===== src/rtl/rr_arb_fwdpipe.sv =====
// rr_arb_fwdpipe: N upstream valid/ready streams share one registered output stage.
// Round-robin grant with packet lock; m_* are flops, the ready path is combinational.
module rr_arb_fwdpipe #(
  parameter int N       = 4,
  parameter int DWIDTH  = 32,
  parameter int IDWIDTH = 2
) (
  input  logic                  clk,
  input  logic                  rst_n,
  input  logic [N-1:0]          s_valid,
  input  logic [N*DWIDTH-1:0]   s_data,
  input  logic [N-1:0]          s_last,
  output logic [N-1:0]          s_ready,
  output logic                  m_valid,
  output logic [DWIDTH-1:0]     m_data,
  output logic                  m_last,
  output logic [IDWIDTH-1:0]    m_id,
  input  logic                  m_ready,
  output logic                  busy
);

  typedef enum logic {IDLE = 1'b0, LOCKED = 1'b1} state_t;

  localparam logic [IDWIDTH:0]   N_EXT   = (IDWIDTH+1)'(N);
  localparam logic [IDWIDTH-1:0] LAST_ID = IDWIDTH'(N - 1);

  state_t              state, state_next;
  logic [IDWIDTH-1:0]  ptr, ptr_next;
  logic [IDWIDTH-1:0]  owner, owner_next;
  logic [IDWIDTH-1:0]  grant, sel;
  logic [IDWIDTH:0]    scan;
  logic                grant_vld, req, take, xfer, sel_last;
  logic [DWIDTH-1:0]   sel_data;

  // The output stage can take a beat when it is empty or being drained this cycle.
  assign take = ~m_valid | m_ready;
  assign busy = (state == LOCKED);

  // Locked packets keep their owner; otherwise the round-robin winner is served.
  assign sel  = busy ? owner : grant;
  assign req  = busy | grant_vld;
  assign xfer = |(s_valid & s_ready);

  // Round-robin search: first valid requester at or after ptr, wrapping at N.
  always_comb begin
    grant     = '0;
    grant_vld = 1'b0;
    scan      = '0;
    for (int k = 0; k < N; k++) begin
      scan = {1'b0, ptr} + (IDWIDTH+1)'(k);
      if (scan >= N_EXT) scan = scan - N_EXT;
      if (!grant_vld && s_valid[scan[IDWIDTH-1:0]]) begin
        grant_vld = 1'b1;
        grant     = scan[IDWIDTH-1:0];
      end
    end
  end

  // Route ready to the selected requester and mux its data/last toward the stage.
  always_comb begin
    s_ready  = '0;
    sel_data = '0;
    sel_last = 1'b0;
    for (int i = 0; i < N; i++) begin
      if (sel == IDWIDTH'(i)) begin
        s_ready[i] = req & take;
        sel_data   = s_data[i*DWIDTH +: DWIDTH];
        sel_last   = s_last[i];
      end
    end
  end

  // Lock on a non-final beat; release and advance the pointer past the winner on the last beat.
  always_comb begin
    state_next = state;
    ptr_next   = ptr;
    owner_next = owner;
    if (xfer) begin
      if (sel_last) begin
        state_next = IDLE;
        ptr_next   = (sel == LAST_ID) ? '0 : sel + IDWIDTH'(1);
      end else begin
        state_next = LOCKED;
        owner_next = sel;
      end
    end
  end

  // Arbitration state register.
  always_ff @(posedge clk or negedge rst_n) begin
    if (!rst_n) begin
      state <= IDLE;
      ptr   <= '0;
      owner <= '0;
    end else begin
      state <= state_next;
      ptr   <= ptr_next;
      owner <= owner_next;
    end
  end

  // Output stage control: load on transfer, empty when drained with nothing new, hold otherwise.
  always_ff @(posedge clk or negedge rst_n) begin
    if (!rst_n) begin
      m_valid <= 1'b0;
      m_last  <= 1'b0;
      m_id    <= '0;
    end else if (xfer) begin
      m_valid <= 1'b1;
      m_last  <= sel_last;
      m_id    <= sel;
    end else if (m_ready) begin
      m_valid <= 1'b0;
    end
  end

  // Output data carries no reset; it is only meaningful while m_valid is set.
  always_ff @(posedge clk) begin
    if (xfer) m_data <= sel_data;
  end

endmodule

===== config.mk =====
export PLATFORM = sky130hd
export DESIGN_NAME = rr_arb_fwdpipe
export DESIGN_NICKNAME = d
export VERILOG_FILES = /design/src/rtl/rr_arb_fwdpipe.sv
export SDC_FILE = /design/constraint.sdc
export NUM_CORES = 1
export LEC_CHECK = 0
export ABC_AREA = 1
export CAP_MARGIN = 20
export CORE_ASPECT_RATIO = 0.9
export CORE_MARGIN = 3
export CORE_UTILIZATION = 39
export DETAILED_ROUTE_END_ITERATION = 10
export PLACE_DENSITY = 0.87
export SKIP_LAST_GASP = 1
export SYNTH_ARGS = -nofsm -noshare
export SYNTH_HDL_FRONTEND = slang
export SYNTH_SLANG_ARGS = --single-unit

===== constraint.sdc =====
create_clock -name clk -period 5.4 [get_ports clk]
set_input_delay 1.35 -clock clk [delete_from_list [all_inputs] [get_ports clk]]
set_output_delay 1.35 -clock clk [all_outputs]
set_load 0.1 [all_outputs]

* Yosys cells after proc, flatten, opt, wreduce, memory -nomap -nowiden
Cells that the tools add are included.
** Word-level totals
- Register bits :: 41
- Bits in latches :: 0
- Bits in writable memories :: 0
- Memory bits (read-only) :: 0
- Bits of input ports :: 139
- Output and inout bits :: 41
- Word-level logic and storage cells :: 80
- Memories kept :: 0
** Operators by class
- $add $sub $neg :: 8
- Multiply operators :: 0
- Divide/modulo/power cells :: 0
- Magnitude comparators :: 8
- Equal/unequal tests :: 3
- Shifts and indexed selects :: 0
- Mux-type cells :: 37
- Bitwise logic cells :: 6
- Reductions and logical operators :: 11
** Operators with widths (number)
- 32-bit 2-to-1 mux :: 4
- 2-bit 2-to-1 mux :: 10
- 1-bit 2-to-1 mux :: 19
- 2-bit by 3-bit < comparator with 1-bit output (second input constant) :: 4
- 3-bit >= comparator (second input constant) :: 3
- 1-bit binary-select mux with 2-bit select :: 4
- 2-bit by 1-bit subtractor with 2-bit output (second input constant) :: 4
- 2-bit by 2-bit adder with 3-bit output (second input constant) :: 2
- 4-bit bitwise AND :: 1
- 2-bit equality test (second input constant) :: 2
- 2-bit AND reduction :: 2
- 4-bit OR reduction :: 1
- 2-bit by 1-bit adder with 3-bit output (second input constant) :: 1
- 2-bit by 3-bit >= comparator with 1-bit output (second input constant) :: 1
- 1-bit logical AND :: 3
- 1-bit logical NOT :: 3
- 2-bit by 1-bit adder with 2-bit output (second input constant) :: 1
- 2-bit by 1-bit equality test with 1-bit output (second input constant) :: 1
- 2-bit logical NOT :: 1
- 1-bit NOT :: 2
- 1-bit bitwise OR :: 2
- 2-bit nonzero test :: 1
- 1-bit bitwise AND :: 1

* Longest topological paths before layout
Gate-level depths: netlist (run 1).
- Depth in word-level cells :: 22
- Mapped depth :: 23
- Gate-level depth less buffers :: 21

* Worst setup path before layout (run 1)
No wires, ideal clock.
- Path type :: input to output
- Start point :: input port s_valid[1]
- End point :: output port s_ready[2]
- Arrival time :: 4128 ps
- Data required time :: 4050 ps
- Setup slack :: -78 ps
- Stages :: 14
- Path buffers :: 2
- Cells stage by stage :: inv_1 -> nand2_1 -> nand3_1 -> nand2_2 -> nor2_8 -> nand3_1 -> nand4_1 -> nand2_1 -> nand2_1 -> ha_1 -> clkbuf_1 -> inv_1 -> clkbuf_1 -> nor2_1
** On the way
- Cells in the longest elaborated chain, start to end :: 15
- Elaborated cells on any way between the ends :: 27
- Classes of those cells :: eq/ne (1); mux (18); bitwise (2); reduce/logical (6)
** RTL lines
- start, declared :: line 10 : input logic [N-1:0] s_valid,
- 1-bit binary-select mux with 2-bit select :: line 52 : if (!grant_vld && s_valid[scan[IDWIDTH-1:0]]) begin
- 1-bit 2-to-1 mux (implied by the code) :: line 52
- 1-bit 2-to-1 mux :: line 52
- 1-bit logical NOT :: line 52
- 1-bit logical AND :: line 52
- 1-bit 2-to-1 mux :: line 52
- 1-bit logical NOT :: line 52
- 1-bit logical AND :: line 52
- 1-bit 2-to-1 mux :: line 52
- 1-bit logical NOT :: line 52
- 1-bit logical AND :: line 52
- 2-bit 2-to-1 mux (*) :: line 52
- 2-bit 2-to-1 mux (*) :: line 40 : assign sel = busy ? owner : grant;
- via sel[1] :: line 30 : logic [IDWIDTH-1:0] grant, sel;
- 2-bit equality test (*) :: line 65 : if (sel == IDWIDTH'(i)) begin
- 1-bit 2-to-1 mux (*) :: line 65
- end, declared :: line 13 : output logic [N-1:0] s_ready,
The timed path passes the listed nets; every way through them passes the cells marked *. The select of a mux whose other input is x is not followed.

* Final worst setup path (run 1)
- Start point :: input port s_valid[1]
- End point :: output port s_ready[0]
** On the way
- Cells in the longest elaborated chain, start to end :: 15
- Elaborated cells on any way between the ends :: 27
- Classes of those cells :: mux (18); bitwise (2); reduce/logical (7)
** RTL lines (line)
- 1-bit binary-select mux with 2-bit select :: 52
- 1-bit 2-to-1 mux (implied by the code) :: 52
- 1-bit 2-to-1 mux :: 52
- 1-bit logical NOT :: 52
- 1-bit logical AND :: 52
- 1-bit 2-to-1 mux :: 52
- 1-bit logical NOT :: 52
- 1-bit logical AND :: 52
- 1-bit 2-to-1 mux :: 52
- 1-bit logical NOT :: 52
- 1-bit logical AND :: 52
- 2-bit 2-to-1 mux (*) :: 52
- 2-bit 2-to-1 mux (*) :: 40
- via sel[1] :: 30
- 2-bit logical NOT (*) :: 65
- 1-bit 2-to-1 mux (*) :: 65
Marked as above.

==> summary.txt, run 1 <==
Status
  • Status: finished, final reports clean

Global route
  • Vias in the first global route: between 3000 and 4000
  • First-pass GRT wire length: 14660 um
  • Aggregate global-route resource usage: 23.17%
  • Grt ovf: 0
  • Pin count of the biggest net entering global routing: 67
  • Antenna violations before repair: 0

Floorplanning
  • Initial core utilization: 41.75%
  • I/O Pins: 180
  • Area of the die: 7825 sq um
  • Die H: 84.22 um
  • Cell row count: 27
  • Die outline width: 92.91 um
  • Std-Cell Core Area: 6351 sq um

STA
  • Final TNS setup: 0 ns
  • Max-slew violations: 0
  • Period utilization: 92.05%
  • Final Hold Fails: 0
  • Worst-Margin Slew: 1.039 ns
  • Max Clock Freq: around 200 MHz
  • Crit path time final: 4.971 ns
  • Final Setup Violations: 0
  • Worst rel slew slack: 30.53%
  • Clock skew: roughly 0.0045 ns
  • Unrepaired setup endpoints after global routing: false

Detailed routing
  • Via/cell ratio: 5.339
  • Drt wl/cell: 16.45 um
  • Total number of vias: 2990
  • DR pass1 iterations: 4
  • WL final: 9212 um
  • Detailed Route Iter0 Violations: 98
  • ANT nets after route: 0
  • DRC Markers: 0

Yosys
  • Gate Count Post-Synth: between 300 and 400
  • Syn Area/Cell: 8.750 sq um
  • Synthesized net count: ~450
  • Multiplexer share of the synthesized area: 0%
  • Cell Area, Synth: 2651 sq um
  • Number of distinct library cells after synthesis: 28
  • Simple-gate share of the synthesized area: 25.25%
  • Complex-gate fraction of the synthesized area: between 20% and 30%
  • Synth warnings: 0
  • Post-synthesis adder-cell area fraction: under 10%
  • Count of state elements after synthesis: 41
  • Synth Area in XOR/XNOR: 0%
  • Post-synthesis sequential area ratio: roughly 45%
  • Largest family of logic cells by synthesized area: simple AND/OR/NAND/NOR gates

Clock network
  • H-tree levels: 2
  • Number of CTS-inserted buffers: 5
  • # resized after CTS: 0
  • Hold_buf cts: 0
  • CTS max path bufs: 2
  • Worst skew pair latency: roughly 0.28 ns
  • CTS root buffer: clkbuf_8
  • CTS Sinks: 41
  • Setup Fix Bufs, Post-CTS: 0
  • CTS tree: built
  • Reg clk slew, reported paths: 0.08 ns

Setup path
  • CP arrival: 3.62 ns
  • Crit. End Element: output port
  • Max FO, Critical Path: 5
  • Data required time of the critical path: 4.05 ns
  • Startpoint Class: input port
  • Setup CP Type: input port to output port

Flow run
  • Max cap viols: 0

Cells and area
  • Layout area overhead: 75.88%
  • # nets final: approximately 620
  • Ant diodes: 0
  • Layout cells sized above 1: 9.302%

Placement
  • DP HPWL: a little over 7000 um
  • GP Congestion: 0.8442
  • # port buffers: 179

Hold path
  • HP Class: flip-flop to flip-flop
[cell usage after synthesis (all sizes together)]
cell type | number | share of area, %
or2 | 1 | 0.24
nand4 | 7 | 1.7
inv | 17 | 2.8
nand3 | 17 | 4.1
clkbuf | 21 | 3.0
a21oi | 2 | 0.38
clkinv | 1 | 0.14
o21ai | 5 | 1.2
edfxtp | 32 | 36
nor2 | 40 | 6.4
a221oi | 32 | 11
nand2 | 80 | 13
ha | 4 | 1.9
buf | 1 | 0.42
dfrtp | 9 | 8.5
o31ai | 33 | 9.3
o21a | 1 | 0.28
[kinds of logic (layout without fill, tap and decap cells)]
kind of cell / after synthesis / count (layout)
compound gates: 73 / 73
fa+ha+maj: 4 / 4
buf+inv: 40 / 210
flops: 41 / 41
simple gates: 145 / 145
[per-layer routing]
metal  vias up  share of wire [%]  global-route usage (%)
li1       1450                  -                       -
met5         -                  0                       0
met2       167                 49                   40.42
met1      1361                 37                   26.45
met3        12                 12                   8.602
met4         0                1.6                   6.791
[metrics by stage]
| step | hold slack (ns) | worst slack (ns) | instances | instance area [sq um] | utilization, % |
|---|---|---|---|---|---|
| after CTS | 0.4772 | 0.4485 | 560 | 4663 | 73.42 |
| after floorplan | 0.4345 | 0.08960 | 303 | 2654 | - |
| after detailed placement | 0.4600 | 0.4503 | 552 | 4547 | 71.59 |
| final | 0.4741 | 0.4295 | 560 | 4663 | 73.42 |
| after global placement | 0.4499 | 0.5637 | 552 | 4547 | 71.59 |
| after global routing | 0.4963 | 0.2181 | 560 | 4663 | 73.42 |
[critical path: stages]
cell             delay, ns
clkdlybuf4s50_1       0.44
inv_1                 0.07
nand2_1               0.06
nand3_1               0.16
nand2_2               0.11
nor2_8                0.15
nand2_2               0.07
o21ai_1               0.12
inv_1                 0.05
nand2_1               0.06
nand2_1               0.13
inv_1                 0.12
ha_1                  0.23
inv_1                 0.09
nor2_1                0.19
buf_12                0.20
[sequential cells by signal (all words and copies together) (netlist names)]
signal and count:
m_id 2, ptr 2, owner 2, m_valid 1, m_last 1, busy 1
m_data 32
[path summary, 6_finish.rpt]
kind,start,end,slack [ns],depth (start not counted)
setup / recovery,s_valid[1],s_ready[0],0.43,16
hold / removal,owner[0],owner[0],0.47,2
setup reg to reg,ptr[0],m_data[20],1.78,16
hold reg to reg,owner[0],owner[0],0.47,2
max in group asynchronous,rst_n,m_id[1],3.73,1
min in group asynchronous,rst_n,owner[0],1.37,1
[cell type report]
class | instances | area (sq um)
repair buffers | 184 | 1869
fillers | 493 | 1688
multi-input cells | 222 | 1305
flip-flops and latches | 41 | 1186
well taps | 87 | 108.9
clock buffers | 7 | 86.33
inverters | 18 | 77.57
clock inverters | 1 | 30.03
[layout by cell type (no fill, tap or decap), types with 2 or more instances in the layout]
cell type	instances
o21ai_1	2
clkbuf_8	6
nand3_2	2
dfrtp_1	9
clkdlybuf4s50_1	175
inv_1	13
nand4_1	7
nand3_1	14
nand2_4	2
edfxtp_1	32
nand2_2	11
a221oi_1	32
o21ai_2	2
inv_4	2
buf_12	4
nand2_1	67
nor2_1	36
a21oi_1	2
nor2_2	3
ha_1	3
buf_4	5
o31ai_1	33
Power of run 1 is left out: the tool's default activity adds up to more than one toggle a clock period on the data nets, which glitch-free logic cannot reach.
==> inputs of run 2 (changes only) <==
--- a/config.mk
+++ b/config.mk
@@ -10,7 +10,9 @@
 export CORE_ASPECT_RATIO = 0.9
 export CORE_MARGIN = 3
 export CORE_UTILIZATION = 39
+export CTS_CLUSTER_DIAMETER = 50
 export DETAILED_ROUTE_END_ITERATION = 10
+export MAX_ROUTING_LAYER = met4
 export PLACE_DENSITY = 0.87
 export SKIP_LAST_GASP = 1
 export SYNTH_ARGS = -nofsm -noshare
==> constraint.sdc (replaced) <==
create_clock -name clk -period 5.4 [get_ports clk]
set_input_delay 1.35 -clock clk [delete_from_list [all_inputs] [get_ports clk]]
set_output_delay 1.35 -clock clk [all_outputs]
set_load 0.05 [all_outputs]
==> summary.txt, run 2 (synthesized netlist as in run 1, its figures left out) <==
Global route
  • First-pass GRT wire length: 14400 um (-1.7%)
  • Antenna violations before repair: 0 (unchanged)
  • Grt ovf: 0 (unchanged)
  • Pin count of the biggest net entering global routing: 67 (unchanged)
  • Aggregate global-route resource usage: 23.78% (+0.61 points)
  • Vias in the first global route: 2968 (-1.7%)

STA
  • Period utilization: 89.11% (-2.9 points)
  • Final Hold Fails: 0 (unchanged)
  • Crit path time final: 4.812 ns (-0.1586 ns)
  • Worst-Margin Slew: 0.6222 ns (-0.4166 ns)
  • Unrepaired setup endpoints after global routing: false
  • Final Setup Violations: 0 (unchanged)
  • Max-slew violations: 0 (unchanged)
  • Clock skew: 0.01051 ns (+0.006053 ns)
  • Worst rel slew slack: 58.52% (+28 points)
  • Final TNS setup: 0 ns (unchanged)
  • Max Clock Freq: 207.8 MHz (+3.3%)

Cells and area
  • Commonest non-fill, non-tap cell in the layout: clkdlybuf4s50_1
  • # nets final: 616 (+0.16%)
  • Layout cells sized above 1: 9.494% (+0.19 points)
  • Most frequent cells in the layout: clkdlybuf4s50_1, nand2_1, nor2_1
  • # fillers: 517 (+4.9%)
  • Max FFs per register: 32 (unchanged)
  • Layout area overhead: 75.04%
  • Largest Register: m_data
  • Ant diodes: 0 (unchanged)

Status
  • Status: finished, final reports clean

Floorplanning
  • Std-Cell Core Area: 6351 sq um (unchanged)
  • Cell row count: 27 (unchanged)
  • Area of the die: 7825 sq um (unchanged)
  • Initial core utilization: 41.75% (unchanged)
  • Die H: 84.22 um (unchanged)
  • Die outline width: 92.91 um (unchanged)
  • I/O Pins: 180 (unchanged)

Detailed routing
  • Drt wl/cell: 16.61 um (+0.97%)
  • Total number of vias: 2944 (-1.5%)
  • DRC Markers: 0 (unchanged)
  • Via/cell ratio: 5.248 (-1.7%)
  • DR pass1 iterations: 4 (unchanged)
  • Detailed Route Iter0 Violations: 138 (+41%)
  • WL final: 9318 um (+1.2%)
  • ANT nets after route: 0 (unchanged)

Clock network
  • CTS root buffer: clkbuf_8
  • Worst skew pair latency: 0.29 ns (about the same)
  • Reg clk slew, reported paths: 0.08 ns (about the same)
  • Number of CTS-inserted buffers: 5 (unchanged)
  • H-tree levels: 2 (unchanged)
  • Setup Fix Bufs, Post-CTS: 0 (unchanged)
  • # resized after CTS: 0 (unchanged)
  • CTS max path bufs: 2 (unchanged)
  • CTS tree: built
  • CTS Sinks: 41 (unchanged)
  • Hold_buf cts: 0 (unchanged)

Setup path
  • Crit. End Element: output port
  • CP arrival: 3.46 ns (-0.16 ns)
  • Data required time of the critical path: 4.05 ns (about the same)
  • Crit path to: s_ready[0]
  • Crit path from: s_valid[1]
  • Terminus of the critical flop-to-flop path: m_data[2]
  • Worst R2R Path Depth: 16 (unchanged)
  • Setup CP Type: input port to output port
  • Max FO, Critical Path: 5 (unchanged)
  • Startpoint Class: input port
  • Worst R2R Start: ptr[0]
  • Reg2reg setup slack: 1.91 ns (+0.13 ns)

Hold path
  • HP Class: flip-flop to flip-flop

Flow run
  • Max cap viols: 0 (unchanged)

Placement
  • # port buffers: 179 (unchanged)
  • DP HPWL: 7227 um (+2.3%)
  • GP Congestion: 0.8963 (+6.2%)
## run 2: cell count changes in the layout (fill, tap and decap cells not counted), sizes merged
cell	previous run	this run
buf	9	10
bufinv	1	0
clkinv	1	2
## run 2: through the flow
step                instance area (sq um)  util, %  instances  hold slack [ns]  setup WS (ns)
floorplan                            2651        -        303           0.4345         0.5297
global placement                     4539    71.47        553           0.4541         0.6684
detailed placement                   4539    71.47        553           0.4631         0.6032
CTS                                  4641    73.07        561           0.4830         0.5900
global route                         4641    73.07        561           0.5172         0.3217
finish                               4641    73.07        561           0.4826         0.5880
## run 2: worst min path at each step
stage,slack [ns],depth (start not counted),from,end
floorplan,0.43,2,owner[0],owner[0]
global placement,0.45,2,owner[0],owner[0]
detailed placement,0.46,2,owner[0],owner[0]
CTS,0.48,2,owner[0],owner[0]
global route,0.52,2,owner[0],owner[0]
finish,0.48,2,owner[0],owner[0]
## run 2: area by class of cell
cell class	instances	area, sq um	area share [%]
clock inverters	1	5.005	0.1078
well taps	87	108.9	2.346
flip-flops and latches	41	1186	25.56
repair buffers	185	1864	40.17
inverters	18	77.57	1.672
clock buffers	7	96.34	2.076
multi-input cells	222	1303	28.07
## run 2: critical path, stage by stage
cell,delay (ns)
clkdlybuf4s50_1,0.45
inv_1,0.07
nand2_1,0.06
nand3_1,0.15
nand2_2,0.10
nor2_8,0.15
nand2_2,0.07
o21ai_1,0.12
inv_1,0.05
nand2_1,0.06
nand2_1,0.11
inv_1,0.12
ha_1,0.19
inv_1,0.08
nor2_1,0.12
buf_4,0.21
## run 2: metal layers
layer,track usage [%],routed length (um)
met3,5.287,756
met4,5.193,95
met2,42.71,4877
met5,-,0
met1,26.98,3590
Power of run 2 is left out for the same reason.
==> inputs of run 3 (changes only) <==
--- a/config.mk
+++ b/config.mk
@@ -6,7 +6,7 @@
 export NUM_CORES = 1
 export LEC_CHECK = 0
 export ABC_AREA = 1
-export CAP_MARGIN = 20
+export CAP_MARGIN = 10
 export CORE_ASPECT_RATIO = 0.9
 export CORE_MARGIN = 3
 export CORE_UTILIZATION = 39
==> results of run 3 <==
Final layout, timing and power as in run 2 (identical DEF).
Power of run 3 is left out for the same reason.
